==> config.mk <==
export PLATFORM = sky130hd
export DESIGN_NAME = hms_updown_counter_flat
export DESIGN_NICKNAME = d
export VERILOG_FILES = /design/src/rtl/hms_updown_counter_pkg.sv /design/src/rtl/hms_updown_counter_if.sv /design/src/rtl/hms_updown_counter_stage.sv /design/src/rtl/hms_updown_counter.sv /design/src/flat_wrapper.sv
export SDC_FILE = /design/constraint.sdc
export NUM_CORES = 1
export LEC_CHECK = 0
export CORE_MARGIN = 4
export CORE_UTILIZATION = 59
export CTS_BUF_LIST = sky130_fd_sc_hd__clkbuf_2
export DETAILED_ROUTE_END_ITERATION = 10
export HOLD_SLACK_MARGIN = 0.1
export PLACE_DENSITY_LB_ADDON = 0.12
export SETUP_SLACK_MARGIN = 0.05
export SLEW_MARGIN = 40
export SYNTH_ARGS = -nofsm -noshare
export SYNTH_HDL_FRONTEND = slang
export SYNTH_SLANG_ARGS = --single-unit
==> constraint.sdc <==
create_clock -name clk -period 5.25 [get_ports clk]
set_input_delay 1.05 -clock clk [delete_from_list [all_inputs] [get_ports clk]]
set_output_delay 1.05 -clock clk [all_outputs]
set_load 0.02 [all_outputs]
==> src/rtl/hms_updown_counter_pkg.sv <==
// rtl/hms_updown_counter_pkg.sv - shared direction encoding, field widths and load range helper
package hms_updown_counter_pkg;

  localparam logic DIR_UP   = 1'b0;
  localparam logic DIR_DOWN = 1'b1;

  localparam int SEC_W = 6;
  localparam int MIN_W = 6;
  localparam int HR_W  = 5;
  localparam int LD_W  = 6;

  // Full 6-bit compare, so an hour load with bit 5 set is always out of range.
  function automatic logic below_mod(input logic [LD_W-1:0] val, input int modulus);
    return int'(val) < modulus;
  endfunction

endpackage

==> src/rtl/hms_updown_counter_if.sv <==
// rtl/hms_updown_counter_if.sv - control strobes and time outputs of the h:m:s counter
interface hms_updown_counter_if;
  import hms_updown_counter_pkg::*;

  logic              clear;
  logic              tick;
  logic              dir;
  logic              load_sec;
  logic              load_min;
  logic              load_hr;
  logic [LD_W-1:0]   load_data;
  logic [SEC_W-1:0]  sec;
  logic [MIN_W-1:0]  min;
  logic [HR_W-1:0]   hr;
  logic              sec_wrap;
  logic              min_wrap;
  logic              day_wrap;
  logic              load_err;

  modport master (
    output clear, tick, dir, load_sec, load_min, load_hr, load_data,
    input  sec, min, hr, sec_wrap, min_wrap, day_wrap, load_err
  );

  modport slave (
    input  clear, tick, dir, load_sec, load_min, load_hr, load_data,
    output sec, min, hr, sec_wrap, min_wrap, day_wrap, load_err
  );

endinterface

==> src/rtl/hms_updown_counter_stage.sv <==
// rtl/hms_updown_counter_stage.sv - one modulo-N up/down field with load and combinational carry/borrow
module mod_n_ud_stage
  import hms_updown_counter_pkg::*;
#(
  parameter int W   = 6,
  parameter int MOD = 60
) (
  input  logic         clk,
  input  logic         rst,
  input  logic         en,
  input  logic         dir,
  input  logic         ld,
  input  logic [W-1:0] ld_val,
  output logic [W-1:0] cnt,
  output logic         co
);

  localparam logic [W-1:0] MAX = W'(MOD - 1);
  localparam logic [W-1:0] ONE = W'(1);

  logic         at_edge;
  logic [W-1:0] cnt_nxt;

  // Wrap is decided by explicit compare against the field limit, not by overflow.
  assign at_edge = (dir == DIR_DOWN) ? (cnt == '0) : (cnt == MAX);
  assign co      = en & at_edge;

  always_comb begin
    cnt_nxt = cnt;
    if (ld) begin
      cnt_nxt = ld_val;
    end else if (en) begin
      if (dir == DIR_DOWN) begin
        cnt_nxt = at_edge ? MAX : cnt - ONE;
      end else begin
        cnt_nxt = at_edge ? '0 : cnt + ONE;
      end
    end
  end

  always_ff @(posedge clk or posedge rst) begin
    if (rst) begin
      cnt <= '0;
    end else begin
      cnt <= cnt_nxt;
    end
  end

endmodule

==> src/rtl/hms_updown_counter.sv <==
// rtl/hms_updown_counter.sv - hours:minutes:seconds up/down counter with validated field loads
module hms_updown_counter
  import hms_updown_counter_pkg::*;
#(
  parameter int HOUR_MOD = 24,
  parameter int SEC_MOD  = 60,
  parameter int MIN_MOD  = 60
) (
  input  logic                 clk,
  input  logic                 rst,
  hms_updown_counter_if.slave  bus
);

  logic load_any;
  logic one_strobe;
  logic in_range;
  logic load_ok;
  logic step;
  logic sec_ld, min_ld, hr_ld;
  logic sec_co, min_co, hr_co;
  logic [SEC_W-1:0] sec_ld_val;
  logic [MIN_W-1:0] min_ld_val;
  logic [HR_W-1:0]  hr_ld_val;

  assign load_any   = bus.load_sec | bus.load_min | bus.load_hr;
  assign one_strobe = (bus.load_sec ^ bus.load_min ^ bus.load_hr) &
                      ~(bus.load_sec & bus.load_min & bus.load_hr);
  assign in_range   = bus.load_sec ? below_mod(bus.load_data, SEC_MOD) :
                      bus.load_min ? below_mod(bus.load_data, MIN_MOD) :
                                     below_mod(bus.load_data, HOUR_MOD);
  assign load_ok    = one_strobe & in_range;

  // clear beats any load, and any load cycle (accepted or not) swallows the tick.
  assign step = bus.tick & ~load_any & ~bus.clear;

  // clear is realised as a load of zero into every stage.
  assign sec_ld = bus.clear | (load_ok & bus.load_sec);
  assign min_ld = bus.clear | (load_ok & bus.load_min);
  assign hr_ld  = bus.clear | (load_ok & bus.load_hr);

  assign sec_ld_val = bus.clear ? '0 : bus.load_data[SEC_W-1:0];
  assign min_ld_val = bus.clear ? '0 : bus.load_data[MIN_W-1:0];
  assign hr_ld_val  = bus.clear ? '0 : bus.load_data[HR_W-1:0];

  mod_n_ud_stage #(.W(SEC_W), .MOD(SEC_MOD)) u_sec (
    .clk    (clk),
    .rst    (rst),
    .en     (step),
    .dir    (bus.dir),
    .ld     (sec_ld),
    .ld_val (sec_ld_val),
    .cnt    (bus.sec),
    .co     (sec_co)
  );

  mod_n_ud_stage #(.W(MIN_W), .MOD(MIN_MOD)) u_min (
    .clk    (clk),
    .rst    (rst),
    .en     (sec_co),
    .dir    (bus.dir),
    .ld     (min_ld),
    .ld_val (min_ld_val),
    .cnt    (bus.min),
    .co     (min_co)
  );

  mod_n_ud_stage #(.W(HR_W), .MOD(HOUR_MOD)) u_hr (
    .clk    (clk),
    .rst    (rst),
    .en     (min_co),
    .dir    (bus.dir),
    .ld     (hr_ld),
    .ld_val (hr_ld_val),
    .cnt    (bus.hr),
    .co     (hr_co)
  );

  // Pulses line up with the edge on which the wrapped value becomes visible.
  always_ff @(posedge clk or posedge rst) begin
    if (rst) begin
      bus.sec_wrap <= 1'b0;
      bus.min_wrap <= 1'b0;
      bus.day_wrap <= 1'b0;
      bus.load_err <= 1'b0;
    end else begin
      bus.sec_wrap <= sec_co;
      bus.min_wrap <= min_co;
      bus.day_wrap <= hr_co;
      bus.load_err <= load_any & ~load_ok & ~bus.clear;
    end
  end

endmodule
==> src/flat_wrapper.sv <==
// flat-port wrapper written by rule: the top's interface ports become plain ports
module hms_updown_counter_flat import hms_updown_counter_pkg::*;
#(
  parameter int HOUR_MOD = 24,
  parameter int SEC_MOD  = 60,
  parameter int MIN_MOD  = 60
)
  (clk, rst, bus_clear, bus_tick, bus_dir, bus_load_sec, bus_load_min, bus_load_hr, bus_load_data, bus_sec, bus_min, bus_hr, bus_sec_wrap, bus_min_wrap, bus_day_wrap, bus_load_err);
  hms_updown_counter_if bus_i ();
  input  logic clk;
  input  logic rst;
  input wire logic [$bits(bus_i.clear)-1:0] bus_clear;
  input wire logic [$bits(bus_i.tick)-1:0] bus_tick;
  input wire logic [$bits(bus_i.dir)-1:0] bus_dir;
  input wire logic [$bits(bus_i.load_sec)-1:0] bus_load_sec;
  input wire logic [$bits(bus_i.load_min)-1:0] bus_load_min;
  input wire logic [$bits(bus_i.load_hr)-1:0] bus_load_hr;
  input wire logic [$bits(bus_i.load_data)-1:0] bus_load_data;
  output wire logic [$bits(bus_i.sec)-1:0] bus_sec;
  output wire logic [$bits(bus_i.min)-1:0] bus_min;
  output wire logic [$bits(bus_i.hr)-1:0] bus_hr;
  output wire logic [$bits(bus_i.sec_wrap)-1:0] bus_sec_wrap;
  output wire logic [$bits(bus_i.min_wrap)-1:0] bus_min_wrap;
  output wire logic [$bits(bus_i.day_wrap)-1:0] bus_day_wrap;
  output wire logic [$bits(bus_i.load_err)-1:0] bus_load_err;
  assign bus_i.clear = bus_clear;
  assign bus_i.tick = bus_tick;
  assign bus_i.dir = bus_dir;
  assign bus_i.load_sec = bus_load_sec;
  assign bus_i.load_min = bus_load_min;
  assign bus_i.load_hr = bus_load_hr;
  assign bus_i.load_data = bus_load_data;
  assign bus_sec = bus_i.sec;
  assign bus_min = bus_i.min;
  assign bus_hr = bus_i.hr;
  assign bus_sec_wrap = bus_i.sec_wrap;
  assign bus_min_wrap = bus_i.min_wrap;
  assign bus_day_wrap = bus_i.day_wrap;
  assign bus_load_err = bus_i.load_err;
  hms_updown_counter #(.HOUR_MOD(HOUR_MOD), .SEC_MOD(SEC_MOD), .MIN_MOD(MIN_MOD)) u_core (.clk(clk), .rst(rst), .bus(bus_i));
endmodule
Word-level counts from Yosys, hierarchy flattened. Cells that the tools add are included.

Register bits after elaboration: 21. Bits of input ports: 14. Output and inout port bits: 21. Logic and storage cells: 71.

Add/subtract/negate cells: 6. $lt $le $gt $ge: 2. Equal/unequal tests: 3. Mux-type cells: 22. Bitwise operators: 25. Reduce and logical (&&, ||, !) cells: 6.

Operators by type and width (number): 6-bit 2-to-1 mux (11); 5-bit 2-to-1 mux (6); 1-bit AND (14); 6-bit by 1-bit adder with 6-bit output (second input constant) (2); 6-bit equality test (second input constant) (2); 6-bit zero test (2); 6-bit by 1-bit subtractor with 6-bit output (second input constant) (2); 6-bit by 5-bit less-than comparator with 1-bit output (second input constant) (1); 6-bit less-than comparator (second input constant) (1); 2-bit nonzero test (3); 5-bit by 1-bit adder with 5-bit output (second input constant) (1); 5-bit equality test (second input constant) (1); 5-bit zero test (1); 1-bit 2-to-1 mux (5); 1-bit OR (5); 5-bit by 1-bit subtractor with 5-bit output (second input constant) (1); 1-bit inverter (4); 1-bit bitwise XOR (2).

Logic depth before layout (Yosys ltp).
Word-level depth: 9. Gate-level depth with buffers: 8.

Cells and area by module. A second synthesis with hierarchy kept.

Cells, all modules: 229. Area, all modules: 1896.8 um2.

Modules (own cells, without submodules): mod_n_ud_stage at u_core.u_min ... (times used 2, cells each 74, area each 588.1 um2); mod_n_ud_stage at u_core.u_hr (times used 1, cells each 53, area each 440.4 um2); hms_updown_counter (times used 1, cells each 28, area each 280.3 um2).

Worst setup path after synthesis. No wires, ideal clock.

Kind: input-to-reg. Start point: input port bus_load_min. End point: register u_core.u_hr.cnt[4]. Library setup time: 0.126 ns. Data arrival time: 2.463 ns. Data required time: 5.124 ns. Setup slack: 2.661 ns. Cell stages on the path: 7. Path through: inv_1 -> ha_1 -> nor3b_1 -> o311a_1 -> buf_2 -> a31oi_1 -> a221o_1.

Cells in the longest elaborated chain, start to end: 8.

Ends and longest elaborated chain: start, declared (RTL line flat_wrapper.sv:16) `input wire logic [$bits(bus_i.load_min)-1:0] bus_load_min;`; 1-bit AND / 1-bit OR (equally long branches) (2 in series) (RTL line hms_updown_counter.sv:27, hms_updown_counter.sv:25); 1-bit inverter (on tied branches) (RTL line hms_updown_counter.sv:27, hms_updown_counter.sv:34); 1-bit AND (on tied branches) (RTL line hms_updown_counter.sv:26, hms_updown_counter.sv:34); 1-bit AND (on tied branches) (RTL line hms_updown_counter.sv:31, hms_updown_counter.sv:34); 1-bit AND (on tied branches) (RTL line hms_updown_counter.sv:39, hms_updown_counter_stage.sv:26); 1-bit OR / 1-bit AND (equally long branches) (RTL line hms_updown_counter.sv:39, hms_updown_counter_stage.sv:26); 5-bit 2-to-1 mux / 2-bit nonzero test (equally long branches); end signal, assigned (RTL line hms_updown_counter_stage.sv:45) `cnt <= cnt_nxt;`; end, declared (RTL line hms_updown_counter_stage.sv:14) `output logic [W-1:0] cnt,`.

Parallel ways exist; a longest one is shown, timed or not. A chain may end at the register's enable or synchronous reset.

Final worst setup path.
Start point: input port bus_dir. End point: register u_core.u_hr.cnt[4].

RTL lines: start, declared (RTL line flat_wrapper.sv:14) `input wire logic [$bits(bus_i.dir)-1:0] bus_dir;`; 1-bit 2-to-1 mux (RTL line hms_updown_counter_stage.sv:25) `assign at_edge = (dir == DIR_DOWN) ? (cnt == '0) : (cnt == MAX);`; 1-bit AND (RTL line hms_updown_counter_stage.sv:26) `assign co = en & at_edge;`; 1-bit AND (*) (RTL line hms_updown_counter_stage.sv:26); named net u_core.min_co (RTL line hms_updown_counter.sv:20) `logic sec_co, min_co, hr_co;`; 2-bit nonzero test (no source line) (*).

Mark *: on every way through the listed nets, which the timed path passes. The rest lies on a longest branch. The select of a mux whose other input is x is not followed.

==> results.tsv <==
stage	metric	value	unit
worst_setup_path	critPathBufInv	2	
final_layout	drive_gt1_share	7.00	%
detailed_routing	dr.pass1.iters	5	
logic_synthesis	yosysUniqueCellTypes	64	
logic_synthesis	syn_area	1910	sq um
clocking	clk_path_buf_depth	2	
timing	fin_setup_tns	0	ps
floorplan	die_y	65.0	um
place	placed_area	2240	sq um
timing	max_freq	314	MHz
detailed_routing	wl	5020	um
worst_setup_path	cp_max_fo	25	
timing	worstMarginPinSlew	849	ps
final_layout	syn_to_final_growth	18.2	%
clocking	cts_resized	0	
global_routing	grt_first_pass_wirelength	8300	um
floorplan	core_area	3080	sq um
floorplan	io_pins	35	
floorplan	dieArea	4220	sq um
timing	maxSlewViolCount	0	
place	port_buffers	34	
detailed_routing	drt_iter0_markers	252	
clocking	hold_buffers	0	
global_routing	globalRouteOverflowTotal	0	
worst_setup_path	slowest_stage	o21ai_1	
place	placed_cells_incl_taps	297	
final_layout	multi_input_area	1260	sq um
final_layout	nNetsFinal	280	
final_layout	fin_area	2260	sq um
detailed_routing	remaining_drc_errors	0	
logic_synthesis	syn_inst	234	
worst_setup_path	required	5490	ps
power	ir_drop	0.000123	V
clocking	h-tree-depth	1	
logic_synthesis	yosysWarnings	0	
timing	fin_worst_skew	2.05	ps
global_routing	grt_usage	24.6	%
detailed_routing	vias	1989	
final_layout	seq_area	526	sq um
final_layout	layout.cells.non_filler	301	
floorplan	rows	20	
power	powerDensity	195	nW/um^2
clocking	root_buffer	clkbuf_2	
global_routing	grt_max_degree	26	
worst_setup_path	critPathTopFamily	compound AO/OA/AOI/OAI gates	
final_layout	diodes	0	
run_status	status	completed	
place	dp_hpwl	3630	um
logic_synthesis	syn_nets	256	
worst_setup_path	max_stage_delay	680	ps
detailed_routing	ant_nets	0	
timing	grt_setup_unrepaired	no	
timing	hold_viol	0	
floorplan	initial_core_util	62.2	%
global_routing	first_global_vias	1782	
worst_setup_path	path_cells	clkdlybuf4s50_1 > buf_4 > and4bb_1 > and2b_1 > o21ai_1 > nor3_1 > a221o_1	
logic_synthesis	async_flop_share	100	%
worst_setup_path	start_kind	input pin	
logic_synthesis	ys_seq_area_share	27.5	%
detailed_routing	avgViaCountPerCell	6.61	
job	cap_violations	0	
hold_path	min_path_type	flop to flop	
timing	relSlewSlack	43.0	%
timing	hold_slack	699	ps
worst_setup_path	crit_arrival	3430	ps
clocking	cts_made_buffers	3	
logic_synthesis	synth_ff_type	dfrtp_1	
clocking	clock-sinks	21	
logic_synthesis	syn_area_per_cell	8.18	sq um
logic_synthesis	ys_ff_latch	21	
clocking	cts_tree	built	
timing	fin_crit_sh	60.7	%
power	p_leak	0.913	nW
worst_setup_path	crit_type	input pin to flop	
worst_setup_path	cp-end-kind	flop	
timing	period_needed	3190	ps
final_layout	nFillCells	261	
timing	finalSetupViolCount	0	
logic_synthesis	synth_edf_count	0	
place	place_congestion	0.871	
global_routing	antenna_found_initial	0	
floorplan	die_w	65.0	um
clocking	clkTransAtPathRegs	210	ps
detailed_routing	wl_per_cell	16.7	um
clocking	postCtsSetupBuffers	0	
clocking	insertion_delay	320	ps
sequential cells by signal (all words and copies together) (netlist names):
name / cells
u_core.u_min.cnt: 6
u_core.u_sec.cnt: 6
u_core.u_hr.cnt: 5
u_core.bus.day_wrap: 1
u_core.bus.load_err: 1
u_core.bus.min_wrap: 1
u_core.bus.sec_wrap: 1
cell usage in the layout, fill, tap and decap left out, types with 2 or more instances in the layout:
cell type,instances
nand2b_1,3
o2111ai_1,2
mux2_2,2
nor2b_1,4
nor3b_1,2
and3b_1,2
nand2_1,17
a311oi_1,6
o21ai_1,3
nor3_1,7
nand4b_1,2
clkbuf_2,4
ha_1,8
dfrtp_1,21
a211oi_1,6
a221oi_1,2
xnor2_1,2
nor4bb_1,2
and4bb_1,3
nand4_1,3
and3_1,5
a21oi_1,10
mux2i_1,2
clkdlybuf4s50_1,34
inv_1,14
o211ai_1,7
or4_1,3
o21ai_0,9
nand3_1,16
a31oi_1,6
o31ai_1,3
or3_4,2
nor2_1,13
power breakdown:
part | switching, mW | total (mW) | internal [mW]
registers | 0.0253 | 0.198 | 0.173
logic | 0.0927 | 0.170 | 0.0776
clock network | 0.0518 | 0.0719 | 0.0202
total | 0.170 | 0.440 | 0.271
final cells by class:
type / instances / share of cell area [%]
inverters: 15 / 2.49
repair buffers: 35 / 15.4
clock buffers: 4 / 0.884
well taps: 44 / 2.43
flip-flops and latches: 21 / 23.2
multi-input cells: 182 / 55.6
synth_stat cells, types with 2 or more instances:
cell type | n | area share, %
dfrtp_1 | 21 | 27
nand2_1 | 17 | 3.3
nand3_1 | 16 | 4.2
inv_1 | 15 | 2.9
nor2_1 | 13 | 2.5
a21oi_1 | 11 | 2.9
o21ai_0 | 9 | 2.4
buf_2 | 8 | 2.1
ha_1 | 8 | 5.2
nor3_1 | 7 | 1.8
o211ai_1 | 7 | 2.7
a211oi_1 | 6 | 2.4
a311oi_1 | 6 | 2.7
a31oi_1 | 6 | 2.0
clkbuf_1 | 6 | 1.2
and3_1 | 5 | 1.6
nor2b_1 | 4 | 1.3
and4bb_1 | 3 | 2.0
nand2b_1 | 3 | 0.98
nand4_1 | 3 | 0.98
o21ai_1 | 3 | 0.78
o31ai_1 | 3 | 1.2
or4_1 | 3 | 1.2
a221oi_1 | 2 | 0.92
and3b_1 | 2 | 0.92
mux2_2 | 2 | 1.2
mux2i_1 | 2 | 1.0
nand4b_1 | 2 | 0.92
nor3b_1 | 2 | 0.78
nor4bb_1 | 2 | 1.0
o2111ai_1 | 2 | 0.92
or3_4 | 2 | 1.2
xnor2_1 | 2 | 0.92
layer usage:
| layer | global-route usage, % | vias up | part of all wire (%) |
|---|---|---|---|
| met4 | 6.07 | 0 | 1.1 |
| met3 | 3.29 | 8 | 8.0 |
| li1 | - | 941 | - |
| met2 | 38.2 | 113 | 45 |
| met1 | 36.0 | 927 | 46 |
| met5 | 0 | - | 0 |
path summary, 6_finish.rpt:
path                            slack [ps]                             from  cells after the start                               to
worst max-delay path                  2060                          bus_dir                      7   u_core.u_hr.cnt[4]$_DFFE_PP0P_
worst min-delay path                   700   u_core.u_hr.cnt[1]$_DFFE_PP0P_                      2   u_core.u_hr.cnt[1]$_DFFE_PP0P_
worst max register to register        2750  u_core.u_sec.cnt[0]$_DFFE_PP0P_                      7   u_core.u_hr.cnt[4]$_DFFE_PP0P_
worst min register to register         700   u_core.u_hr.cnt[1]$_DFFE_PP0P_                      2   u_core.u_hr.cnt[1]$_DFFE_PP0P_
max in group asynchronous             3920                              rst                      2  u_core.u_min.cnt[0]$_DFFE_PP0P_
min in group asynchronous             1020                              rst                      2    u_core.bus.day_wrap$_DFF_PP0_
cells by family after synthesis:
logic type / share of synthesized area [%]
and+or+nand+nor: 29.2
AOI/OAI and AO/OA: 27.5
buffers and inverters: 6.99
DFF: 27.5
adders and majority gates: 5.23
muxes: 2.22
xor gates and xnor gates: 1.37
worst min-delay path, stage by stage, from the launching register on:
cell	delay, ps
dfrtp_1	490
o2111ai_1	100
nand3_1	90
through the flow:
stage          util [%]  power, mW  setup WS [ps]
2_1_floorplan         -      0.309           2660
3_3_place_gp       72.8      0.366           1830
3_5_place_dp       72.8      0.367           1760
4_1_cts            73.4      0.437           2110
5_1_grt            73.5      0.468           1960
6_report           73.5      0.440           2060
Power figures use the tool's default switching activity.
